### src/rtl/multicycle_alu_if.sv
`timescale 1ns/1ps
`default_nettype none
//==============================================================================
// Module  : multicycle_alu_if
// Brief   : Start/done request bus between the control FSM and multicycle_alu.
// Rev     : 1.0  initial release
//==============================================================================
interface multicycle_alu_if #(
    parameter int WIDTH = 32
);
    logic             start;
    logic [2:0]       opcode;
    logic [WIDTH-1:0] ip_0;
    logic [WIDTH-1:0] ip_1;
    logic             busy;
    logic             done;
    logic [WIDTH-1:0] op_0;
    logic             change_pc;

    modport master (
        output start, opcode, ip_0, ip_1,
        input  busy, done, op_0, change_pc
    );

    modport slave (
        input  start, opcode, ip_0, ip_1,
        output busy, done, op_0, change_pc
    );
endinterface
`default_nettype wire

### src/rtl/multicycle_alu.sv
`timescale 1ns/1ps
`default_nettype none
//==============================================================================
// Module  : multicycle_alu
// Brief   : Registered ALU with start/done handshake; MUL is an iterative
//           shift-add that always runs exactly WIDTH steps.
// Rev     : 1.0  initial release
//==============================================================================
module multicycle_alu #(
    parameter int WIDTH      = 32,
    parameter bit SIGNED_BLT = 1'b0
) (
    input  logic            clk,
    input  logic            rst,
    multicycle_alu_if.slave bus
);
    localparam int              c_CNT_W    = $clog2(WIDTH + 1);
    localparam logic [c_CNT_W-1:0] c_CNT_INIT = c_CNT_W'(WIDTH);
    localparam logic [c_CNT_W-1:0] c_CNT_ONE  = c_CNT_W'(1);

    localparam logic [2:0] c_OP_MUL = 3'd0;
    localparam logic [2:0] c_OP_XOR = 3'd1;
    localparam logic [2:0] c_OP_BEQ = 3'd2;
    localparam logic [2:0] c_OP_BLT = 3'd3;
    localparam logic [2:0] c_OP_ADD = 3'd4;
    localparam logic [2:0] c_OP_SUB = 3'd5;
    localparam logic [2:0] c_OP_AND = 3'd6;
    localparam logic [2:0] c_OP_OR  = 3'd7;

    typedef enum logic [0:0] {
        ST_IDLE = 1'b0,
        ST_MUL  = 1'b1
    } state_t;

    state_t             r_state;
    state_t             w_state_nxt;

    logic [WIDTH-1:0]   r_mcand;
    logic [WIDTH-1:0]   r_mplier;
    logic [WIDTH-1:0]   r_acc;
    logic [c_CNT_W-1:0] r_cnt;
    logic [WIDTH-1:0]   r_op_0;
    logic               r_change_pc;
    logic               r_done;

    logic [WIDTH-1:0]   w_mcand_nxt;
    logic [WIDTH-1:0]   w_mplier_nxt;
    logic [WIDTH-1:0]   w_acc_nxt;
    logic [c_CNT_W-1:0] w_cnt_nxt;
    logic [WIDTH-1:0]   w_op_0_nxt;
    logic               w_change_pc_nxt;
    logic               w_done_nxt;

    logic [WIDTH-1:0]   w_acc_step;
    logic [WIDTH-1:0]   w_alu_res;
    logic               w_alu_pc;
    logic               w_lt;

    generate
        if (SIGNED_BLT) begin : g_blt_signed
            assign w_lt = $signed(bus.ip_0) < $signed(bus.ip_1);
        end else begin : g_blt_unsigned
            assign w_lt = bus.ip_0 < bus.ip_1;
        end
    endgenerate

    // Single-cycle result path; MUL is handled by the iterative datapath.
    always_comb begin
        w_alu_res = '0;
        w_alu_pc  = 1'b0;
        case (bus.opcode)
            c_OP_XOR: w_alu_res = bus.ip_0 ^ bus.ip_1;
            c_OP_BEQ: w_alu_pc  = (bus.ip_0 == bus.ip_1);
            c_OP_BLT: w_alu_pc  = w_lt;
            c_OP_ADD: w_alu_res = bus.ip_0 + bus.ip_1;
            c_OP_SUB: w_alu_res = bus.ip_0 - bus.ip_1;
            c_OP_AND: w_alu_res = bus.ip_0 & bus.ip_1;
            c_OP_OR:  w_alu_res = bus.ip_0 | bus.ip_1;
            default:  w_alu_res = '0;
        endcase
    end

    assign w_acc_step = r_mplier[0] ? (r_acc + r_mcand) : r_acc;

    always_comb begin
        w_state_nxt     = r_state;
        w_mcand_nxt     = r_mcand;
        w_mplier_nxt    = r_mplier;
        w_acc_nxt       = r_acc;
        w_cnt_nxt       = r_cnt;
        w_op_0_nxt      = r_op_0;
        w_change_pc_nxt = r_change_pc;
        w_done_nxt      = 1'b0;
        case (r_state)
            ST_IDLE: begin
                if (bus.start) begin
                    if (bus.opcode == c_OP_MUL) begin
                        w_mcand_nxt  = bus.ip_0;
                        w_mplier_nxt = bus.ip_1;
                        w_acc_nxt    = '0;
                        w_cnt_nxt    = c_CNT_INIT;
                        w_state_nxt  = ST_MUL;
                    end else begin
                        w_op_0_nxt      = w_alu_res;
                        w_change_pc_nxt = w_alu_pc;
                        w_done_nxt      = 1'b1;
                    end
                end
            end
            ST_MUL: begin
                // start is deliberately not looked at here: no queueing while busy.
                w_acc_nxt    = w_acc_step;
                w_mcand_nxt  = r_mcand << 1;
                w_mplier_nxt = r_mplier >> 1;
                w_cnt_nxt    = r_cnt - c_CNT_ONE;
                if (r_cnt == c_CNT_ONE) begin
                    w_op_0_nxt      = w_acc_step;
                    w_change_pc_nxt = 1'b0;
                    w_done_nxt      = 1'b1;
                    w_state_nxt     = ST_IDLE;
                end
            end
            default: w_state_nxt = ST_IDLE;
        endcase
    end

    always_ff @(posedge clk or posedge rst) begin
        if (rst) begin
            r_state     <= ST_IDLE;
            r_mcand     <= '0;
            r_mplier    <= '0;
            r_acc       <= '0;
            r_cnt       <= '0;
            r_op_0      <= '0;
            r_change_pc <= 1'b0;
            r_done      <= 1'b0;
        end else begin
            r_state     <= w_state_nxt;
            r_mcand     <= w_mcand_nxt;
            r_mplier    <= w_mplier_nxt;
            r_acc       <= w_acc_nxt;
            r_cnt       <= w_cnt_nxt;
            r_op_0      <= w_op_0_nxt;
            r_change_pc <= w_change_pc_nxt;
            r_done      <= w_done_nxt;
        end
    end

    assign bus.busy      = (r_state == ST_MUL);
    assign bus.done      = r_done;
    assign bus.op_0      = r_op_0;
    assign bus.change_pc = r_change_pc;

endmodule
`default_nettype wire

### src/flat_wrapper.sv
// flat-port wrapper written by rule: the top's interface ports become plain ports
module multicycle_alu_flat 
#(
    parameter int WIDTH      = 32,
    parameter bit SIGNED_BLT = 1'b0
)
  (clk, rst, bus_start, bus_opcode, bus_ip_0, bus_ip_1, bus_busy, bus_done, bus_op_0, bus_change_pc);
  multicycle_alu_if #(.WIDTH(WIDTH)) bus_i ();
  input  logic clk;
  input  logic rst;
  input wire logic [$bits(bus_i.start)-1:0] bus_start;
  input wire logic [$bits(bus_i.opcode)-1:0] bus_opcode;
  input wire logic [$bits(bus_i.ip_0)-1:0] bus_ip_0;
  input wire logic [$bits(bus_i.ip_1)-1:0] bus_ip_1;
  output wire logic [$bits(bus_i.busy)-1:0] bus_busy;
  output wire logic [$bits(bus_i.done)-1:0] bus_done;
  output wire logic [$bits(bus_i.op_0)-1:0] bus_op_0;
  output wire logic [$bits(bus_i.change_pc)-1:0] bus_change_pc;
  assign bus_i.start = bus_start;
  assign bus_i.opcode = bus_opcode;
  assign bus_i.ip_0 = bus_ip_0;
  assign bus_i.ip_1 = bus_ip_1;
  assign bus_busy = bus_i.busy;
  assign bus_done = bus_i.done;
  assign bus_op_0 = bus_i.op_0;
  assign bus_change_pc = bus_i.change_pc;
  multicycle_alu #(.WIDTH(WIDTH), .SIGNED_BLT(SIGNED_BLT)) u_core (.clk(clk), .rst(rst), .bus(bus_i));
endmodule
### config.mk
export PLATFORM = sky130hd
export DESIGN_NAME = multicycle_alu_flat
export DESIGN_NICKNAME = d
export VERILOG_FILES = /design/src/rtl/multicycle_alu_if.sv /design/src/rtl/multicycle_alu.sv /design/src/flat_wrapper.sv
export SDC_FILE = /design/constraint.sdc
export NUM_CORES = 1
export LEC_CHECK = 0
export ABC_CLOCK_PERIOD_IN_PS = 7750
export CAP_MARGIN = 10
export CORE_UTILIZATION = 25
export DETAILED_ROUTE_END_ITERATION = 7
export PLACE_DENSITY = 0.37
export REMOVE_ABC_BUFFERS = 1
export SLEW_MARGIN = 0
export SYNTH_ARGS = -nofsm -noshare
export SYNTH_HDL_FRONTEND = slang
export SYNTH_SLANG_ARGS = --single-unit
### constraint.sdc
create_clock -name clk -period 7.75 [get_ports clk]
set_clock_uncertainty 0.2 [all_clocks]
set_input_delay 2.325 -clock clk [delete_from_list [all_inputs] [get_ports clk]]
set_output_delay 2.325 -clock clk [all_outputs]
set_load 0.03 [all_outputs]
After elaboration in Yosys (flattened, before gate mapping). Index checks and enable logic that the tools add are counted.

Magnitude comparators: 1. Bitwise logic cells: 4. Add/subtract/negate cells: 4. Eq/ne operators: 13. Mux-type cells: 31. Shifts and indexed selects: 0. Div/mod/pow operators: 0. Multipliers: 0. Reductions and logical operators: 3.

Operators by type and width (count): two-way mux 32 bit (10); case mux 32 bit (2 select lines) (4); case mux 32 bit (5 select lines) (1); adder 32 bit (2); bitwise AND 32 bit (1); equality test 32 bit (1); less-than comparator 32 bit (1); bitwise OR 32 bit (1); subtractor 32 bit (1); XOR 32 bit (1); equality test 3 bit (second input constant) (4); two-way mux 6 bit (2); case mux 6 bit (2 select lines) (1); two-way mux 1 bit (9); case mux 1 bit (2 select lines) (4); equality test 3 x 2 -> 1 bit (second input constant) (2); equality test 6 x 1 -> 1 bit (second input constant) (1); inequality test 2 bit (second input constant) (3); subtractor 6 x 1 -> 6 bit (second input constant) (1); equality test 3 x 1 -> 1 bit (second input constant) (1); zero test 3 bit (1); AND reduction 3 bit (1); inequality test 2 x 1 -> 1 bit (second input constant) (1); AND reduction 2 bit (1); NOT 1 bit (1).

Output and inout port bits: 35. Memories kept: 0. Bits in latches: 0. Bits of input ports: 70. RAM bits: 0. Register bits after elaboration: 137. Logic and storage cells: 64. ROM bits: 0.

Depth between registers and ports, before layout.
Depth in word-level cells: 5. Gate-level depth with buffers: 14. Gate-level depth less buffers: 14.

Worst setup path before layout. Ideal clock, no wire load.

Path kind: input to register. Start: input bus_ip_1[8]. End: register u_core.r_op_0[30], in the netlist u_core.bus.op_0[30]. Data required time: 7.424 ns. Path slack: 2.460 ns. Cell stages on the path: 13. Setup time: 0.126 ns. Arrival: 4.964 ns. Buffers on the path: 1. Cells stage by stage: inv_1 -> ha_1 -> buf_6 -> or3_1 -> or3_1 -> a211oi_2 -> nor4_1 -> o21ai_2 -> nand2_2 -> o41ai_2 -> mux2i_1 -> a22o_1 -> a221o_1.

Longest elaborated chain between the ends: 5. Elaborated cells on any way between the ends: 6. Those cells by class: add/sub: 2; mux: 4.

RTL lines: start: declaration (line flat_wrapper.sv:14) `input wire logic [$bits(bus_i.ip_1)-1:0] bus_ip_1;`; subtractor 32 bit / adder 32 bit (equally long branches) (line multicycle_alu.sv:76, multicycle_alu.sv:75); case mux 32 bit (5 select lines) * (line multicycle_alu.sv:71) `case (bus.opcode)`; two-way mux 32 bit * (line multicycle_alu.sv:97) `if (bus.opcode == c_OP_MUL) begin`; two-way mux 32 bit * (line multicycle_alu.sv:96) `if (bus.start) begin`; case mux 32 bit (2 select lines) * (line multicycle_alu.sv:94) `case (r_state)`; end signal: assignment (line multicycle_alu.sv:143) `r_op_0 <= w_op_0_nxt;`; end: declaration (line multicycle_alu.sv:42) `logic [WIDTH-1:0] r_op_0;`.

Mark *: on every way between the ends. The rest lies on a longest branch, timed or not. The select of a mux whose other input is x is not followed. A chain may end at the register's enable or synchronous reset.

Final worst setup path.
Start: input bus_ip_0[1]. End: register u_core.r_op_0[27], in the netlist u_core.bus.op_0[27].

Longest elaborated chain between the ends: 5. Elaborated cells on any way between the ends: 6. Those cells by class: add/sub: 2; mux: 4.

RTL lines: start: declaration (line flat_wrapper.sv:13) `input wire logic [$bits(bus_i.ip_0)-1:0] bus_ip_0;`; subtractor 32 bit / adder 32 bit (equally long branches) (line multicycle_alu.sv:76, multicycle_alu.sv:75); case mux 32 bit (5 select lines) * (line multicycle_alu.sv:71); two-way mux 32 bit * (line multicycle_alu.sv:97); two-way mux 32 bit * (line multicycle_alu.sv:96); case mux 32 bit (2 select lines) * (line multicycle_alu.sv:94).

Marked as above.

==> results by stage <==
Outcome:
- The flow ran to the end, and the final reports show no timing, DRC or antenna violations.

Logic synthesis:
- After synthesis, the most frequently instantiated cells are sky130_fd_sc_hd__nand2_1, sky130_fd_sc_hd__o21ai_0, sky130_fd_sc_hd__a21oi_1.
- The biggest area contributor in the post-synthesis netlist is sky130_fd_sc_hd__dfrtp_1.
- The mean post-synth cell area is slightly below 8 sq um.
- Ranked by total cell area, the synthesized netlist is headed by sky130_fd_sc_hd__dfrtp_1, sky130_fd_sc_hd__ha_1, sky130_fd_sc_hd__nand2_1.
- The synthesized netlist occupies a cell area of between 10000 and 15000 sq um.
- The Yosys warning count is 0.
- Synthesis inferred approximately 140 register bits.
- Of all flip-flops after synthesis, the portion carrying an async set or reset was between 90% and 100%.
- The most common cell in the synthesized netlist is sky130_fd_sc_hd__nand2_1.
- For this run, the leading register cell type out of synthesis is sky130_fd_sc_hd__dfrtp_1.
- In the synthesized netlist, the number of instances is roughly 1700.
- The top-area cell type share of the netlist area is between 20% and 30%.
- Synthesis instantiated 73 different standard cells from the library.
- The number of enable-type register cells in the synthesized netlist is 0.
- The sequential-to-total area share from yosys stat is 26.2%.

Global route:
- The total congestion overflow after global routing is 0.
- The pin count of the biggest net entering global routing is 75.
- Global routing used between 20 and 25% of the available tracks across all layers.
- The via count of the first global-routing pass is ~12000.
- The number of antenna violations at the first check in global routing came to 0.
- The first-pass GRT wire length is ~80 mm.

Setup path:
- On the worst path, the slowest cell contributes a delay of between 0.7 and 0.8 ns.
- The data required time of the worst path is between 7 and 8 ns.
- The endpoint arrival time on the critical path is approximately 6.5 ns.
- Together, buffers and inverters on the worst path number 2.
- The slowest cell on the critical path is sky130_fd_sc_hd__a211oi_1.
- The worst setup path is of the input port to flop kind.
- The nature of the critical path endpoint is a flop.
- The most numerous cell type found on the critical path is sky130_fd_sc_hd__a211oi_1.
- In this run the worst path has a maximum fanout of 5.
- Walking the worst path, the cells encountered are clkdlybuf4s50_1, inv_1, ha_1, a211oi_1, o21ai_0, o211ai_1, a21oi_1, a211oi_1, o21bai_1, a221oi_1, nor2_1, a32oi_1, a41oi_1.
- Broken down by cell family, the worst path's largest delay share belongs to compound AO/OA/AOI/OAI gates.
- The critical path launch point type is an input port.

Cells and area:
- The growth of design area from synthesis to finish is 17.6%.
- Of the cells placed in the final design, the portion with a size suffix greater than 1 is 5.89%.
- For this run, the post-layout net count is a little under 2000.
- The antenna diode count is 0.
- The multi-input combinational cell area is between 8000 and 9000 sq um.
- Counting the fill cells in the layout gives approximately 5600.
- Registers take between 3000 and 4000 sq um.

Clock network:
- The number of clock buffers added by TritonCTS is 17.
- The TritonCTS clock tree is yes.
- The post-cts sizing count is 0.
- The TritonCTS sink count is roughly 140.
- Counting along the longest clock path gives a buffer depth of 2.
- The H-tree was split into 4 levels.
- The clock transition at the registers of the reported paths is about 0.060 ns.
- The tree is rooted in a sky130_fd_sc_hd__clkbuf_16.
- The number of hold buffers added after cts is 0.
- Buffers added to address setup during post-CTS repair amount to 0.
- For the worst-skew pair, the clock arrives at the later sink with an insertion delay of just under 0.5 ns.

Pwr:
- VDD sags by at most 124 uV.
- Summed over all cells, the static leakage comes to 6.99 nW.
- Dividing total power by cell area gives a power density of 290 nW/um^2.

Detailed routing:
- For this run, design rule violations remaining after detail routing come to 0.
- The first detailed-routing pass ran for 7 iterations.
- The detailed router finished its first iteration with approximately 1100 violations.
- The remaining antenna violation count is 0.
- The wire length per cell after detailed routing is approximately 22 um.
- The final wirelength is roughly 53 mm.
- The via-per-instance ratio is around 5.2.
- The total number of vias is 12700.

Job:
- The number of max-cap violations is 0.

Placement:
- The number of port buffers is around 100.
- The routability congestion estimate from global placement is 0.893.
- The half-perimeter wire length after placement is slightly above 40 mm.
- Timing analysis after detailed placement gives a worst setup slack of approximately 0.85 ns.

Die:
- The floorplan step defined a die boundary enclosing about 53000 sq um.
- 105 I/O pins were placed.
- The initialized floorplan defines 83 standard-cell rows.
- The die is about 230 um tall.
- The initial standard-cell utilization of the core is around 25%.
- The chip width is between 200 and 250 um.
- The region available for standard cell placement spans 51500 sq um.

Timing:
- Summed over all failing endpoints, the final setup total negative slack is 0 ns.
- The final count of pins violating max slew is 0.
- Setup repair after global routing left no endpoint under its margin.
- The count of endpoints failing setup in the final report is 0.
- The final cycle utilization of the critical path is 82.5%.
- The headroom to the max-slew limit is a little over a third.
- The time the worst path needs with I/O delays and setup is 6.40 ns.
- The final count of hold timing violations is 0.
- At the pin with the least slew margin, the transition time is a little under 1 ns.
- The fmax is 0.156 GHz.
- The slack of the critical path is 1.35 ns.

Worst hold path:
- The tightest min-delay check is of the flop to flop type.
path summary, 6_finish.rpt:
kind                                     from                   to  slack (ns)  cells past startpoint
setup / recovery                  bus_ip_0[1]  u_core.bus.op_0[27]        1.35                     13
hold / removal             u_core.bus.op_0[1]   u_core.bus.op_0[1]        0.27                      2
setup reg to reg            u_core.r_mcand[6]  u_core.bus.op_0[31]        3.54                     11
hold reg to reg            u_core.bus.op_0[1]   u_core.bus.op_0[1]        0.27                      2
max in group asynchronous                 rst  u_core.r_mplier[21]        4.26                      3
min in group asynchronous                 rst   u_core.bus.op_0[1]        1.98                      2
layout by cell type, fill, tap and decap left out, types with 21 or more instances in the layout:
master / n
sky130_fd_sc_hd__nand2_1: 217
sky130_fd_sc_hd__buf_4: 24
sky130_fd_sc_hd__o211ai_1: 22
sky130_fd_sc_hd__a211oi_1: 35
sky130_fd_sc_hd__dfrtp_1: 136
sky130_fd_sc_hd__a31oi_1: 35
sky130_fd_sc_hd__a21oi_1: 138
sky130_fd_sc_hd__mux2i_1: 73
sky130_fd_sc_hd__a21o_1: 31
sky130_fd_sc_hd__o21ai_0: 157
sky130_fd_sc_hd__nand3_1: 21
sky130_fd_sc_hd__clkdlybuf4s50_1: 103
sky130_fd_sc_hd__ha_1: 138
sky130_fd_sc_hd__inv_1: 118
sky130_fd_sc_hd__nor3_1: 27
sky130_fd_sc_hd__nor2_1: 129
metrics by stage:
stage	std cells	total power [W]	instance area [sq um]	hold WS [ns]	utilization, %
after floorplan	1590	0.00270	12700	0.248	-
after global placement	2397	0.00358	14800	0.257	28.7
after detailed placement	2397	0.00359	14800	0.260	28.7
after CTS	2429	0.00452	15400	0.274	29.9
after global routing	2429	0.00481	15400	0.299	29.9
final	2429	0.00446	15400	0.271	29.9
logic make-up after synthesis:
kind of cell             share of synthesized area, %
XOR/XNOR                                         2.14
AND/OR/NAND/NOR                                  17.0
adder cells (fa/ha/maj)                          13.6
multiplexers                                     7.04
buffers and inverters                            6.42
flip-flops                                       26.2
AO/OA/AOI/OAI                                    27.6
worst min-delay path: cells and delay by family (launching register included):
kind / cells / cell delay, ns
flip-flops: 1 / 0.34
AND/OR/NAND/NOR: 2 / 0.10
layer usage:
layer	wire, um	part of all wire, %	GRT usage, %
met3	3060	5.8	3.58
met4	854	1.6	5.38
met1	26300	49	29.5
met2	23000	43	30.3
met5	0	0	0
where the power goes:
part           switching [W]  internal, W  total (W)  leakage (nW)
registers           0.000272      0.00101    0.00128          1.78
logic                0.00143     0.000862    0.00229          4.92
clock network       0.000369     0.000517   0.000886         0.295
total                0.00207      0.00239    0.00446          6.99
flip-flops by register name, summed over array words and instances, names as in the netlist:
register              count
u_core.bus.op_0          32
u_core.r_acc             32
u_core.r_mcand           32
u_core.r_mplier          32
u_core.r_cnt              6
u_core.bus.busy           1
u_core.bus.change_pc      1
u_core.bus.done           1
final cells by class:
| cell class | count | share of cell area, % |
|---|---|---|
| multi-input cells | 1332 | 57.4 |
| flip-flops and latches | 137 | 22.3 |
| repair buffers | 127 | 7.87 |
| well taps | 680 | 5.53 |
| inverters | 121 | 2.98 |
| clock buffers | 19 | 2.88 |
| clock inverters | 13 | 1.09 |
Power figures use the tool's default switching activity.
